**src/rtl/uart_fifo_port.sv**
```systemverilog
// Port-bus UART front end: TX/RX FIFOs, ctrl/status/ie registers, edge-triggered interrupt.
// Optional `UART_LOOPBACK_EN: ctrl[7] routes the TX FIFO straight into the RX FIFO.
module uart_fifo_port #(
   parameter int          DEPTH     = 16,
   parameter int          AW        = 4,
   parameter logic [15:0] PORT_BASE = 16'h0000
) (
   input  logic        clk,
   input  logic        reset,
   input  logic [15:0] port_id,
   input  logic [15:0] out_port,
   input  logic        write_strobe,
   input  logic        read_strobe,
   output logic [15:0] in_port,
   output logic        interrupt,
   input  logic        int_ack,
   output logic [7:0]  tx_data,
   output logic        tx_load,
   input  logic        txrdy,
   input  logic [7:0]  rx_data,
   input  logic        rxrdy,
   input  logic        ferr,
   input  logic        perr,
   output logic        rx_clr,
   output logic [3:0]  baud,
   output logic        eight,
   output logic        pen,
   output logic        ohel
);

   localparam logic [15:0] A_DATA = PORT_BASE;
   localparam logic [15:0] A_STAT = PORT_BASE + 16'd1;
   localparam logic [15:0] A_IE   = PORT_BASE + 16'd2;
   localparam logic [15:0] A_CTRL = PORT_BASE + 16'd3;
   localparam logic [AW:0] FULL_CNT = (AW+1)'(DEPTH);

   typedef enum logic {TX_IDLE, TX_WAIT} tx_state_t;

   logic [7:0]    tx_mem [DEPTH];
   logic [9:0]    rx_mem [DEPTH];

   logic [AW-1:0] tx_wp_q, tx_wp_d, tx_rp_q, tx_rp_d;
   logic [AW-1:0] rx_wp_q, rx_wp_d, rx_rp_q, rx_rp_d;
   logic [AW:0]   tx_cnt_q, tx_cnt_d, rx_cnt_q, rx_cnt_d;
   logic [7:0]    ctrl_q, ctrl_d;
   logic [2:0]    ie_q, ie_d;
   logic          rx_ovf_q, rx_ovf_d, tx_ovf_q, tx_ovf_d;
   logic          rxrdy_q, rxrdy_d;
   logic          rx_clr_q, rx_clr_d;
   logic          src_q, src_d;
   logic          int_q, int_d;

   tx_state_t     tx_state_q;
   logic          tx_load_q;
   logic [7:0]    tx_data_q;

   logic          wr_data, wr_ie, wr_ctrl, rd_data, rd_stat;
   logic          tx_full, tx_empty, rx_full, rx_empty, tx_idle;
   logic          tx_push, tx_push_ok, tx_pop, tx_start, tx_lb;
   logic          rx_push, rx_push_ok, rx_pop, rx_edge;
   logic [9:0]    rx_wdat;
   logic [7:0]    tx_head;
   logic [9:0]    rx_head;
   logic [7:0]    stat;
   logic [2:0]    src;
   logic          loop_on;
   logic          unused_bits;

   assign unused_bits = ^out_port[15:8];

`ifdef UART_LOOPBACK_EN
   assign loop_on = ctrl_q[7];
`else
   assign loop_on = 1'b0;
`endif

   assign wr_data  = write_strobe && (port_id == A_DATA);
   assign wr_ie    = write_strobe && (port_id == A_IE);
   assign wr_ctrl  = write_strobe && (port_id == A_CTRL);
   assign rd_data  = read_strobe  && (port_id == A_DATA);
   assign rd_stat  = read_strobe  && (port_id == A_STAT);

   assign tx_full  = (tx_cnt_q == FULL_CNT);
   assign tx_empty = (tx_cnt_q == '0);
   assign rx_full  = (rx_cnt_q == FULL_CNT);
   assign rx_empty = (rx_cnt_q == '0);
   assign tx_head  = tx_mem[tx_rp_q];
   assign rx_head  = rx_mem[rx_rp_q];
   assign tx_idle  = tx_empty && (tx_state_q == TX_IDLE) && txrdy;

   assign stat = {rx_full, tx_ovf_q, rx_ovf_q,
                  rx_head[9] & ~rx_empty, rx_head[8] & ~rx_empty,
                  tx_idle, ~tx_full, ~rx_empty};

   // Processor read mux is purely combinational on port_id.
   always_comb begin
      in_port = '0;
      if (port_id == A_DATA) begin
         if (!rx_empty) in_port = {6'b0, rx_head};
      end else if (port_id == A_STAT) begin
         in_port = {8'(rx_cnt_q), stat};
      end else if (port_id == A_IE) begin
         in_port = {13'b0, ie_q};
      end else if (port_id == A_CTRL) begin
         in_port = {8'b0, ctrl_q};
      end
   end

   always_comb begin
      tx_start = 1'b0;
      tx_lb    = 1'b0;
      if (tx_state_q == TX_IDLE && !tx_empty) begin
         if (loop_on)    tx_lb    = 1'b1;
         else if (txrdy) tx_start = 1'b1;
      end
      tx_pop     = tx_start | tx_lb;
      tx_push    = wr_data;
      tx_push_ok = tx_push && !tx_full;

      rx_edge = rxrdy && !rxrdy_q && !loop_on;
      rx_push = rx_edge;
      rx_wdat = {ferr, perr, rx_data};
`ifdef UART_LOOPBACK_EN
      if (tx_lb) begin
         rx_push = 1'b1;
         rx_wdat = {2'b00, tx_head};
      end
`endif
      // Fullness is judged at start of cycle, so a same-cycle pop cannot rescue a push.
      rx_push_ok = rx_push && !rx_full;
      rx_pop     = rd_data && !rx_empty;
   end

   always_comb begin
      tx_wp_d  = tx_push_ok ? tx_wp_q + AW'(1) : tx_wp_q;
      tx_rp_d  = tx_pop     ? tx_rp_q + AW'(1) : tx_rp_q;
      rx_wp_d  = rx_push_ok ? rx_wp_q + AW'(1) : rx_wp_q;
      rx_rp_d  = rx_pop     ? rx_rp_q + AW'(1) : rx_rp_q;

      tx_cnt_d = tx_cnt_q;
      case ({tx_push_ok, tx_pop})
         2'b10:   tx_cnt_d = tx_cnt_q + (AW+1)'(1);
         2'b01:   tx_cnt_d = tx_cnt_q - (AW+1)'(1);
         default: tx_cnt_d = tx_cnt_q;
      endcase
      rx_cnt_d = rx_cnt_q;
      case ({rx_push_ok, rx_pop})
         2'b10:   rx_cnt_d = rx_cnt_q + (AW+1)'(1);
         2'b01:   rx_cnt_d = rx_cnt_q - (AW+1)'(1);
         default: rx_cnt_d = rx_cnt_q;
      endcase

      tx_ovf_d = rd_stat ? 1'b0 : tx_ovf_q;
      if (tx_push && tx_full) tx_ovf_d = 1'b1;
      rx_ovf_d = rd_stat ? 1'b0 : rx_ovf_q;
      if (rx_push && rx_full) rx_ovf_d = 1'b1;

      ctrl_d = ctrl_q;
      if (wr_ctrl) begin
`ifdef UART_LOOPBACK_EN
         ctrl_d = out_port[7:0];
`else
         ctrl_d = {1'b0, out_port[6:0]};
`endif
      end
      ie_d = wr_ie ? out_port[2:0] : ie_q;

      rxrdy_d  = rxrdy;
      rx_clr_d = rx_edge;

      // ie_q feeds src, so enabling an already-true source also produces an edge.
      src   = ie_q & {tx_ovf_q | rx_ovf_q, tx_idle, ~rx_empty};
      src_d = |src;
      int_d = (src_d && !src_q) || (int_q && !int_ack);
   end

   always_ff @(posedge clk) begin
      if (tx_push_ok) tx_mem[tx_wp_q] <= out_port[7:0];
      if (rx_push_ok) rx_mem[rx_wp_q] <= rx_wdat;
   end

   always_ff @(posedge clk or posedge reset) begin
      if (reset) begin
         tx_wp_q  <= '0;
         tx_rp_q  <= '0;
         rx_wp_q  <= '0;
         rx_rp_q  <= '0;
         tx_cnt_q <= '0;
         rx_cnt_q <= '0;
         ctrl_q   <= 8'h14;
         ie_q     <= '0;
         tx_ovf_q <= 1'b0;
         rx_ovf_q <= 1'b0;
         rxrdy_q  <= 1'b0;
         rx_clr_q <= 1'b0;
         src_q    <= 1'b0;
         int_q    <= 1'b0;
      end else begin
         tx_wp_q  <= tx_wp_d;
         tx_rp_q  <= tx_rp_d;
         rx_wp_q  <= rx_wp_d;
         rx_rp_q  <= rx_rp_d;
         tx_cnt_q <= tx_cnt_d;
         rx_cnt_q <= rx_cnt_d;
         ctrl_q   <= ctrl_d;
         ie_q     <= ie_d;
         tx_ovf_q <= tx_ovf_d;
         rx_ovf_q <= rx_ovf_d;
         rxrdy_q  <= rxrdy_d;
         rx_clr_q <= rx_clr_d;
         src_q    <= src_d;
         int_q    <= int_d;
      end
   end

   // WAIT holds off the next load until the engine has visibly gone busy.
   always_ff @(posedge clk or posedge reset) begin
      if (reset) begin
         tx_state_q <= TX_IDLE;
         tx_load_q  <= 1'b0;
         tx_data_q  <= '0;
      end else begin
         tx_load_q <= 1'b0;
         case (tx_state_q)
            TX_IDLE: begin
               if (tx_start) begin
                  tx_data_q  <= tx_head;
                  tx_load_q  <= 1'b1;
                  tx_state_q <= TX_WAIT;
               end
            end
            TX_WAIT: begin
               if (!txrdy) tx_state_q <= TX_IDLE;
            end
            default: tx_state_q <= TX_IDLE;
         endcase
      end
   end

   assign tx_data   = tx_data_q;
   assign tx_load   = tx_load_q;
   assign rx_clr    = rx_clr_q;
   assign interrupt = int_q;
   assign baud      = ctrl_q[3:0];
   assign eight     = ctrl_q[4];
   assign pen       = ctrl_q[5];
   assign ohel      = ctrl_q[6];

endmodule

```
**config.mk**
```make
export PLATFORM = sky130hd
export DESIGN_NAME = uart_fifo_port
export DESIGN_NICKNAME = d
export VERILOG_FILES = /design/src/rtl/uart_fifo_port.sv
export SDC_FILE = /design/constraint.sdc
export NUM_CORES = 1
export LEC_CHECK = 0
export CORE_UTILIZATION = 50
export CTS_CLUSTER_DIAMETER = 30
export CTS_CLUSTER_SIZE = 28
export DETAILED_ROUTE_END_ITERATION = 8
export HOLD_SLACK_MARGIN = 0.15
export PLACE_DENSITY = 0.7
export SLEW_MARGIN = 0
export SYNTH_ARGS = -nofsm -noshare
export SYNTH_HDL_FRONTEND = slang
export SYNTH_SLANG_ARGS = --single-unit
```
**constraint.sdc**
```tcl
create_clock -name clk -period 3.7 [get_ports clk]
set_clock_uncertainty 0.1 [all_clocks]
set_input_delay 0.555 -clock clk [delete_from_list [all_inputs] [get_ports clk]]
set_output_delay 0.555 -clock clk [all_outputs]
set_load 0.02 [all_outputs]
```
# Word level (Yosys, flattened, before mapping)
# Memories as Yosys holds them, arrays and structs flattened. A register that Yosys moved wholly into a read port is not among the register bits.
# Index checks and enable logic that the tools add are counted.
[word_totals]
regBits = 44
ramBits = 288
in_bits = 49
memories = 2
[op_classes]
add_sub_neg = 8
n_eq_ne = 9
n_mux = 19
n_bitwise = 7
n_reduce_logical = 33
[memory_table]
columns = ["memory", "depth", "width", "read_ports", "rd_clocked_by_memory_dff", "wr", "line_no", "text"]
rows = [
  ["rx_mem", 16, 10, 1, 0, 1, "40", "logic [9:0] rx_mem [DEPTH];"],
  ["tx_mem", 16, 8, 1, 1, 1, "39", "logic [7:0] tx_mem [DEPTH];"],
]
[ops]
columns = ["operator", "n"]
rows = [
  ["16-bit by 2-bit == test with 1-bit output (second input constant)", 2],
  ["16-bit two-way mux", 2],
  ["5-bit one-hot mux with 2 select lines", 2],
  ["4-bit by 1-bit adder with 4-bit output (second input constant)", 4],
  ["16-bit by 1-bit == test with 1-bit output (second input constant)", 1],
  ["1-bit logical AND", 16],
  ["16-bit logical NOT", 1],
  ["7-bit two-way mux", 2],
  ["1-bit two-way mux", 11],
  ["5-bit by 1-bit adder with 5-bit output (second input constant)", 2],
  ["5-bit == test (second input constant)", 2],
  ["5-bit logical NOT", 2],
  ["10-bit two-way mux", 1],
  ["5-bit by 1-bit subtractor with 5-bit output (second input constant)", 2],
  ["2-bit nonzero test", 4],
  ["1-bit logical NOT", 7],
  ["2-bit by 1-bit == test with 1-bit output (second input constant)", 2],
  ["2-bit == test (second input constant)", 2],
  ["3-bit AND", 1],
  ["1-bit NOT", 3],
  ["3-bit OR reduction", 1],
  ["1-bit AND", 2],
  ["1-bit one-hot mux with 2 select lines", 1],
  ["2-bit AND reduction", 1],
  ["other kinds (2)", 2],
]

# Logic depth before layout (Yosys ltp)
# Gate-level depths: netlist of the first run.
[logic_depth]
word_depth = 7
depth_mapped = 15
depth_no_buf = 12

# Worst setup path after synthesis of the first run
# Ideal clock, no wire load.
[synth_path]
path_type = "input-to-reg"
start = "in port_id[3]"
end = "reg tx_cnt_q[4]"
setup_time_ns = 0.080
arrival_ns = 2.884
slack_ns = 0.637
path_stages = 15
cell_sequence = "nor4_1 -> and4_1 -> buf_2 -> and4_1 -> buf_2 -> inv_1 -> ha_1 -> clkbuf_1 -> xor2_1 -> ha_1 -> a21o_1 -> nand2_1 -> a21oi_1 -> o21bai_1 -> xnor2_1"
[synth_between]
elab_chain_cells = 5
[synth_rtl]
columns = ["item", "line_no", "text"]
rows = [
  ["start: declaration", "10", "input logic [15:0] port_id,"],
  ["16-bit logical NOT (*)", "77", "assign wr_data = write_strobe && (port_id == A_DATA);"],
  ["1-bit logical AND (*)", "77", ""],
  ["1-bit logical AND (*)", "118", "tx_push_ok = tx_push && !tx_full;"],
  ["2-bit by 1-bit == test with 1-bit output or 2-bit == test (tied branches)", "141", "case ({tx_push_ok, tx_pop})"],
  ["5-bit one-hot mux with 2 select lines or 2-bit nonzero test (tied branches)", "--", ""],
  ["end signal: assignment", "203", "tx_cnt_q <= tx_cnt_d;"],
  ["end: declaration", "44", "logic [AW:0] tx_cnt_q, tx_cnt_d, rx_cnt_q, rx_cnt_d;"],
]
# Every way passes the cells marked *; elsewhere a longest branch is shown, timed or not.
# A chain may end at the register's enable or synchronous reset.

# Final worst setup path of the first run
[layout_path]
start = "in port_id[10]"
end = "out in_port[8]"
[layout_between]
elab_chain_cells = 3
[layout_rtl]
columns = ["item", "line_no", "text"]
rows = [
  ["16-bit by 1-bit == test with 1-bit output", "100", "end else if (port_id == A_STAT) begin"],
  ["16-bit two-way mux", "100", ""],
  ["16-bit two-way mux (*)", "98", "if (port_id == A_DATA) begin"],
  ["end: declaration", "14", "output logic [15:0] in_port,"],
]
# Marked as above.

==> results.sh, run 1 <==
export IMPL_vias=7369
export IMPL_worstSetupPathType="in2out"
export IMPL_synth_seq_area_share=0.7186
export IMPL_synth_edf_count=288
export IMPL_arrival_ps=2970
export IMPL_first_iter_violations=643
export IMPL_synth_ff_type="edfxtp_1"
export IMPL_viasPerCell=5.762
export IMPL_drt_wl_total_mm=31.40
export IMPL_synthTopCellsByCount="edfxtp_1 (288), mux4_2 (79), dfrtp_1 (50), nor2_1 (29), nand2_1 (27)"
export IMPL_drtAntennaViolNets=0
export IMPL_holdBufCountCts=0
export IMPL_drv_slew=0
export IMPL_tightest_slew_ps=1070
export IMPL_first_global_vias=8055
export IMPL_stdcell_count=1279
export IMPL_yosysWarnings=0
export IMPL_max_freq_mhz=276.1
export IMPL_internal_power_mw=9.003
export IMPL_dieArea_mm2=0.02837
export IMPL_irDropWorstVdd_uv=520.6
export IMPL_cts_htree_levels=3
export IMPL_synth_area_leader_cell="edfxtp_1"
export IMPL_critPathMaxFanout=7
export IMPL_cp_slowest_cell="clkdlybuf4s50_1"
export IMPL_syn_area_per_cell_um2=18.97
export IMPL_clkSlewWorstSetupHoldPaths_ps=40
export IMPL_required_ps=3040
export IMPL_switchingPower_mw=2.977
export IMPL_seqPwrFrac=0.398
export IMPL_grt_pass1_wl_mm=47.00
export IMPL_grt_max_degree=43
export IMPL_wl_per_cell_um=24.55
export IMPL_drc_errors=0
export IMPL_yosys_area_top_type_share=0.6244
export IMPL_fp_dieH_um=168.4
export IMPL_finalHoldViolations=0
export IMPL_async_reset_ff_frac=0.1529
export IMPL_clock_root_buffer="clkbuf_16"
export IMPL_diodes=0
export IMPL_p_leak_nw=6.133
export IMPL_max_stage_delay_ps=610
export IMPL_num_nets_final=949
export IMPL_place_detailed_hpwl_mm=18.78
export IMPL_cts_tree="yes"
export IMPL_drive_above_1_share=0.2889
export IMPL_fp_coreArea_mm2=0.02703
export IMPL_clock_latency_ps=550
export IMPL_yosys_register_bits=340
export IMPL_wl_met3_mm=1.658
export IMPL_cts_num_sinks=340
export IMPL_fillerInstances=1784
export IMPL_power_density_mw_per_mm2=685.2
export IMPL_critPathLaunchType="primary input"
export IMPL_fin_crit_ps=3623
export IMPL_pwr_share_comb=0.119
export IMPL_critPathMostFrequentCell="clkdlybuf4s50_1"
export IMPL_synth_cells=730
export IMPL_setup_viol=0
export IMPL_port_buffers=71
export IMPL_min_period_over_period=0.9791
export IMPL_antenna_found_initial=0
export IMPL_num_rows=60
export IMPL_max_cap_violations=0
export IMPL_cts_made_buffers=66
export IMPL_clockPowerShare=0.483
export IMPL_die_width_um=168.4
export IMPL_syn2layout_area_growth_pct=26.24
export IMPL_dp_slack_ps=-74.95
export IMPL_relSlewSlack=0.2867
export IMPL_status="finished, final reports clean"
export IMPL_setup_slack_ps=77.49
export IMPL_place_congestion=0.8134
export IMPL_wl_met2_mm=17.14
export IMPL_drtPass1Iterations=6
export IMPL_ios=83
export IMPL_synth_distinct_cells=49
export IMPL_hp_class="reg2reg"
export IMPL_endpoint_kind="output pin"
export IMPL_synth_most_common_cell="edfxtp_1"
export IMPL_grt_total_usage=0.2286
export IMPL_utilization=0.6469
export IMPL_synth_area_top_cells="edfxtp_1 (62%), mux4_2 (13%), dfrtp_1 (9.0%)"
export IMPL_crit_chain="clkdlybuf4s50_1 -> nor4_2 -> and4_1 -> and3_2 -> buf_4 -> a22o_1 -> clkdlybuf4s50_1"
export IMPL_sw_frac_of_total=0.2485
export IMPL_total_power_mw=11.98
export IMPL_routed_top_layer="met4"
export IMPL_placedCellCount=1154
export IMPL_netlist_area_mm2=0.01385
export IMPL_grt_ovfl_total=0
export IMPL_clock_path_buffers=3
export IMPL_met1_length_mm=11.70
export IMPL_initial_core_util=0.5125
-- path summary, 6_finish.rpt --
check	cells past startpoint	endpoint	slack, ps	start
max	7	in_port[8]	80	port_id[10]
min	1	rx_clr$_DFF_PP0_	330	rxrdy_q$_DFF_PP0_
max reg2reg	12	tx_cnt_q[4]$_DFFE_PP0P_	810	tx_cnt_q[1]$_DFFE_PP0P_
min reg2reg	1	rx_clr$_DFF_PP0_	330	rxrdy_q$_DFF_PP0_
max in group asynchronous	3	tx_rp_q[1]$_DFFE_PP0P_	2320	reset
min in group asynchronous	2	rxrdy_q$_DFF_PP0_	450	reset
-- cells in the final DEF, fill, tap and decap left out, drive strengths merged, types with 3 or more instances in the layout --
cell           synthesis  routed
a22o                   4       4
nand3                  6       6
dlygate4sd2            0       7
nand2                 27      27
nor3b                  3       3
clkinv                 0      24
a21oi                  7       7
and2                  21      21
nor2b                  7       7
conb                   1       3
a221oi                 8       8
bufinv                 0       6
nor4                   5       5
mux2                  17      17
nor3                   9       9
nand2b                 5       5
o21ai                 11      11
xnor2                 13      13
clkdlybuf4s50          0      62
nand4                  8       8
inv                   12      20
clkinvlp               0       5
dfrtp                 50      50
buf                   25      54
mux4                  79      79
clkbuf                18      80
mux2i                 26      26
nor2                  29      29
xor2                  12      12
edfxtp               288     288
ha                    16      16
-- logic make-up (layout without fill, tap and decap cells) --
| kind of cell | count (synthesis) | after routing | synth area share |
|---|---|---|---|
| compound gates | 47 | 47 | 0.02448 |
| xor+xnor | 25 | 25 | 0.01581 |
| fa+ha+maj | 16 | 16 | 0.01445 |
| buf+inv | 55 | 261 | 0.01888 |
| flops | 340 | 340 | 0.7186 |
| mux | 122 | 122 | 0.1611 |
| other cells | 1 | 3 | 0.0002708 |
| simple gates | 124 | 124 | 0.04644 |
-- cell type report --
type                            instances  area [µm²]  area share
Sequential cell                       340        9957      0.5695
Multi-Input combinational cell        337        3661      0.2094
Clock buffer                           79        1753      0.1003
Timing Repair Buffer                  127        1195     0.06834
Clock inverter                         43       446.7     0.02555
Tap cell                              341       426.7     0.02440
Inverter                               12       45.04    0.002576
-- power groups by stage --
stage | sequential (mW) | clock (mW) | combinational (mW)
2_1_floorplan | 4.65 | 0 | 1.08
3_3_place_gp | 4.80 | 0 | 1.37
3_5_place_dp | 4.83 | 0 | 1.43
4_1_cts | 4.76 | 5.86 | 1.44
5_1_grt | 4.80 | 6.04 | 1.54
6_report | 4.77 | 5.79 | 1.42
-- per-layer routing --
metal / GRT usage / vias up
met1: 0.2628 / 3791
met2: 0.4149 / 269
met4: 0.09249 / 0
li1: - / 3237
met5: 0 / -
met3: 0.04913 / 72
-- stage by stage --
stage               cell area, µm²  TNS [ps]  hold WS, ps
global route                 17480    -3.218        350.8
floorplan                    13860         0        295.5
detailed placement           15210    -273.9        338.5
CTS                          17450         0        344.0
finish                       17480         0        332.6
global placement             15210         0        332.7
-- critical path: cells and delay by family --
family / cells / cell delay (ps)
AO/OA/AOI/OAI: 1 / 160
buffers and inverters: 3 / 1210
AND/OR/NAND/NOR: 3 / 1040
-- what timing repair did --
item | in CTS | in global routing
endpoints found under the setup margin | 8 | 3
resized for setup | 9 | 4
gates cloned | 1 | 1
buffers inserted | 1 | 0
pin swaps | 1 | 0
-- sequential cells by signal (all words and copies together), names as in the netlist, 5 cells and up --
name and flops:
tx_mem 128, rx_mem 160, rx_cnt_q 5, tx_data 8, tx_cnt_q 5, ctrl_q 7
(Power assumes the default switching activity.)
==> run 2: changes to the inputs <==
--- a/config.mk
+++ b/config.mk
@@ -5,12 +5,12 @@
 export SDC_FILE = /design/constraint.sdc
 export NUM_CORES = 1
 export LEC_CHECK = 0
-export CORE_UTILIZATION = 50
+export CORE_UTILIZATION = 59
 export CTS_CLUSTER_DIAMETER = 30
 export CTS_CLUSTER_SIZE = 28
 export DETAILED_ROUTE_END_ITERATION = 8
 export HOLD_SLACK_MARGIN = 0.15
-export PLACE_DENSITY = 0.7
+export PLACE_DENSITY = 0.8
 export SLEW_MARGIN = 0
 export SYNTH_ARGS = -nofsm -noshare
 export SYNTH_HDL_FRONTEND = slang
==> results.sh, run 2 (same netlist as run 1, synthesis figures left out) <==
export IMPL_placedCellCount=1118
export IMPL_syn2layout_area_growth_pct=23.13
export IMPL_first_iter_violations=918
export IMPL_place_detailed_hpwl_mm=18.89
export IMPL_crit_chain="bufbuf_16 -> mux4_2 -> mux2i_1 -> mux2i_1 -> a22o_1 -> clkdlybuf4s50_1"
export IMPL_arrival_ps=2950
export IMPL_place_congestion=0.8549
export IMPL_relSlewSlack=0.2398
export IMPL_cts_num_sinks=340
export IMPL_port_buffers=71
export IMPL_p_leak_nw=5.927
export IMPL_endpoint_kind="output pin"
export IMPL_final_cell_area_mm2=0.01705
export IMPL_irDropWorstVdd_uv=437.3
export IMPL_max_cap_violations=0
export IMPL_num_rows=55
export IMPL_top_register="rx_mem"
export IMPL_clock_path_buffers=3
export IMPL_utilization=0.7464
export IMPL_drc_errors=0
export IMPL_ios=83
export IMPL_antenna_found_initial=0
export IMPL_tns_ps=0
export IMPL_cp_num_buf_inv=2
export IMPL_first_global_vias=8088
export IMPL_critPathMostFrequentCell="mux2i_1"
export IMPL_max_stage_delay_ps=540
export IMPL_clkSlewWorstSetupHoldPaths_ps=60
export IMPL_holdWs_ps=319.7
export IMPL_holdBufCountCts=0
export IMPL_min_period_over_period=0.9740
export IMPL_grt_pass1_wl_mm=48.98
export IMPL_required_ps=3040
export IMPL_cp_slowest_cell="clkdlybuf4s50_1"
export IMPL_cts_htree_levels=2
export IMPL_crit_family="buffers and inverters"
export IMPL_drt_wl_total_mm=32.31
export IMPL_rsz0062_at_grt="false"
export IMPL_total_power_mw=11.30
export IMPL_fillerInstances=1259
export IMPL_grt_util_met1=0.3884
export IMPL_drv_slew=0
export IMPL_place_area_mm2=0.01512
export IMPL_vias=7710
export IMPL_initial_core_util=0.6062
export IMPL_critPathMaxFanout=17
export IMPL_gr_usage_met3=0.07298
export IMPL_largest_reg_flops=160
export IMPL_num_nets_final=930
export IMPL_cts_tree="yes"
export IMPL_setup_slack_ps=96.34
export IMPL_finalHoldViolations=0
export IMPL_clock_root_buffer="clkbuf_16"
export IMPL_grt_max_degree=36
export IMPL_grtUsageMet2=0.4535
export IMPL_worstSetupPathType="reg2out"
export IMPL_viasPerCell=6.309
export IMPL_dp_slack_ps=-51.67
export IMPL_max_freq_mhz=277.5
export IMPL_layout_commonest_cell="edfxtp_1"
export IMPL_critPathLaunchType="flip-flop"
export IMPL_clock_latency_ps=560
export IMPL_stdcell_count=1222
export IMPL_final_cell_mix="edfxtp_1 (288), mux4_2 (79), clkdlybuf4s50_1 (63), clkbuf_16 (55)"
export IMPL_grt_total_usage=0.2819
export IMPL_fin_crit_ps=3604
export IMPL_drtPass1Iterations=5
export IMPL_fp_coreArea_mm2=0.02285
export IMPL_drtAntennaViolNets=0
export IMPL_die_width_um=155.2
export IMPL_status="finished, final reports clean"
export IMPL_drive_above_1_share=0.2684
export IMPL_dieArea_mm2=0.02409
export IMPL_grt_busiest_layer="met2"
export IMPL_cts_made_buffers=53
export IMPL_diodes=0
export IMPL_setup_viol=0
export IMPL_power_density_mw_per_mm2=662.9
export IMPL_fp_dieH_um=155.2
export IMPL_wl_per_cell_um=26.44
export IMPL_hp_class="in2async"
export IMPL_tightest_slew_ps=1126
export IMPL_grt_ovfl_total=0
[run 2: changes by cell type in the layout (fill, tap and decap cells not counted), moves of 2 or more]
cell           delta
buf_4             -6
clkbuf_16        -14
dlygate4sd2_1     -2
clkinv_2          -6
clkbuf_1          -5
nor4_2            -2
clkinv_1          +2
[run 2: final timing paths]
check,from,to,slack (ps),cells past startpoint
worst max-delay path,rx_rp_q[0]$_DFFE_PP0P_,in_port[9],100,6
worst min-delay path,reset,rx_cnt_q[0]$_DFFE_PP0P_,320,2
worst max register to register,rx_cnt_q[2]$_DFFE_PP0P_,rx_cnt_q[4]$_DFFE_PP0P_,730,12
worst min register to register,rxrdy_q$_DFF_PP0_,rx_clr$_DFF_PP0_,350,1
max in group asynchronous,reset,ctrl_q[2]$_DFFE_PP1P_,2350,3
min in group clk,rxrdy_q$_DFF_PP0_,rx_clr$_DFF_PP0_,350,1
[run 2: report_power, final]
| group | internal, mW | switching [mW] |
|---|---|---|
| clock | 3.24 | 1.80 |
| sequential | 4.41 | 0.266 |
| combinational | 0.766 | 0.823 |
[run 2: layer usage]
layer	routed length, µm	up-vias
li1	-	3192
met1	12710	3962
met2	15840	504
met3	3173	52
met4	577	0
met5	0	-
[run 2: layout make-up]
type	instances	area (µm²)	share of cell area
inverters	12	45.04	0.002641
clock inverters	38	434.2	0.02546
flip-flops and latches	340	9960	0.5840
clock buffers	61	1409	0.08262
multi-input cells	337	3664	0.2148
well taps	313	391.6	0.02297
repair buffers	121	1150	0.06743
[run 2: repair_timing]
action,CTS,global route
gates cloned,1,0
setup buffers,4,0
setup endpoints to repair,10,3
resized for setup,10,5
==> run 3: changes to the inputs <==
==> constraint.sdc (replaced) <==
create_clock -name clk -period 4.11 [get_ports clk]
set_clock_uncertainty 0.1 [all_clocks]
set_input_delay 0.6165 -clock clk [delete_from_list [all_inputs] [get_ports clk]]
set_output_delay 0.6165 -clock clk [all_outputs]
set_load 0.02 [all_outputs]
==> results.sh, run 3 (same netlist as run 1, synthesis figures left out) <==
export IMPL_grt_pass1_wl_mm=48.31
export IMPL_drc_errors=0
export IMPL_min_period_over_period=0.9656
export IMPL_seqPwrFrac=0.430
export IMPL_num_nets_final=910
export IMPL_critPathMaxFanout=8
export IMPL_grt_ovfl_total=0
export IMPL_tightest_slew_ps=1210
export IMPL_setup_viol=0
export IMPL_clock_root_buffer="clkbuf_16"
export IMPL_dieArea_mm2=0.02409
export IMPL_max_cap_violations=0
export IMPL_post_cts_buffers=0
export IMPL_fp_coreArea_mm2=0.02285
export IMPL_syn2layout_area_growth_pct=21.00
export IMPL_pwr_share_comb=0.136
export IMPL_r2r_end="rx_cnt_q[4]$_DFFE_PP0P_"
export IMPL_drive_above_1_share=0.2455
export IMPL_drv_slew=0
export IMPL_clockPowerShare=0.435
export IMPL_cts_htree_levels=2
export IMPL_finalHoldViolations=0
export IMPL_fp_dieH_um=155.2
export IMPL_arrival_ps=3250
export IMPL_clock_latency_ps=560
export IMPL_drtPass1Iterations=4
export IMPL_drtAntennaViolNets=0
export IMPL_internal_power_mw=7.355
export IMPL_max_freq_mhz=252.0
export IMPL_worstSetupPathType="reg2out"
export IMPL_hp_class="in2async"
export IMPL_irDropWorstVdd_uv=421.2
export IMPL_startpoint="tx_cnt_q[1]$_DFFE_PP0P_"
export IMPL_first_global_vias=7922
export IMPL_cts_num_sinks=340
export IMPL_endpoint_kind="output pin"
export IMPL_die_width_um=155.2
export IMPL_clkSlewWorstSetupHoldPaths_ps=60
export IMPL_switchingPower_mw=2.570
export IMPL_cts_tree="yes"
export IMPL_sw_frac_of_total=0.2589
export IMPL_power_density_mw_per_mm2=592.3
export IMPL_required_ps=3390
export IMPL_place_congestion=0.8777
export IMPL_layout_commonest_cell="edfxtp_1"
export IMPL_ff2ff_path_depth=12
export IMPL_viasPerCell=6.318
export IMPL_num_rows=55
export IMPL_tns_ps=0
export IMPL_status="finished, final reports clean"
export IMPL_largest_reg_flops=160
export IMPL_cts_made_buffers=51
export IMPL_clock_path_buffers=3
export IMPL_critPathLaunchType="flip-flop"
export IMPL_vias=7594
export IMPL_setup_slack_ps=141.5
export IMPL_first_iter_violations=723
export IMPL_drt_wl_total_mm=31.99
export IMPL_r2r_start="rx_cnt_q[2]$_DFFE_PP0P_"
export IMPL_grt_max_degree=43
export IMPL_final_cell_mix="edfxtp_1 (288), mux4_2 (79), clkdlybuf4s50_1 (71), clkbuf_16 (51), dfrtp_1 (47)"
export IMPL_fin_crit_ps=3969
export IMPL_dp_slack_ps=305.7
export IMPL_place_detailed_hpwl_mm=18.40
export IMPL_relSlewSlack=0.1834
export IMPL_p_leak_nw=5.679
export IMPL_ios=83
export IMPL_holdWs_ps=261.1
export IMPL_port_buffers=71
export IMPL_wl_per_cell_um=26.62
export IMPL_antenna_found_initial=1
export IMPL_r2r_slack_ps=900
export IMPL_grt_total_usage=0.2775
export IMPL_top_register="rx_mem"
export IMPL_fillerInstances=1265
export IMPL_rsz0062_at_grt="false"
export IMPL_initial_core_util=0.6062
run 3: through the flow:
step           cell area, µm²    util  total power [mW]  std cells
2_1_floorplan           13860       -             5.155        732
6_report                16760  0.7335             9.925       1202
3_3_place_gp            15010  0.6571             5.535       1105
5_1_grt                 16750  0.7334             10.22       1201
4_1_cts                 16750  0.7332             9.952       1201
3_5_place_dp            15010  0.6571             5.625       1105
run 3: timing repair:
item                       in CTS  in global routing
setup endpoints to repair       0                  1
gates resized for setup         0                  1
hold buffers                    0                  0
run 3: how the worst max path moves through the flow:
stage	end	slack [ps]	depth (start not counted)
global route	in_port[5]	40	6
global placement	in_port[1]	440	7
finish	in_port[2]	140	5
CTS	in_port[5]	60	6
floorplan	tx_cnt_q[4]$_DFFE_PP0P_	990	15
detailed placement	rx_cnt_q[4]$_DFFE_PP0P_	310	13
run 3: power by group through the flow:
stage / Sequential, mW / Combinational (mW) / Clock [mW]
after floorplan: 4.19 / 0.969 / 0
after global placement: 4.29 / 1.25 / 0
after detailed placement: 4.31 / 1.31 / 0
after CTS: 4.26 / 1.35 / 4.34
after global routing: 4.29 / 1.45 / 4.49
final: 4.26 / 1.35 / 4.31
run 3: metal layers:
| metal | vias to the layer above | part of all wire | GRT usage |
|---|---|---|---|
| li1 | 3155 | - | - |
| met1 | 3919 | 0.38 | 0.3830 |
| met2 | 459 | 0.50 | 0.4539 |
| met3 | 61 | 0.094 | 0.05571 |
| met4 | 0 | 0.023 | 0.08543 |
| met5 | - | 0 | 0 |
run 3: critical path: stages, from the launching register on:
cell and delay, ps:
dfrtp_1 470, nor4_2 370, nand2b_1 280, o311ai_0 710, a22o_1 260, clkdlybuf4s50_1 620
run 3: final cells by class:
class                      count  area [µm²]  area share
antenna                        1       2.502   0.0001493
clock buffer                  62        1338     0.07982
clock inverter                34       402.9     0.02404
inverter                      12       45.04    0.002688
multi-input combinational    337        3643      0.2174
sequential                   340        9958      0.5943
tap                          313       391.6     0.02337
timing repair buffer         103       975.9     0.05824
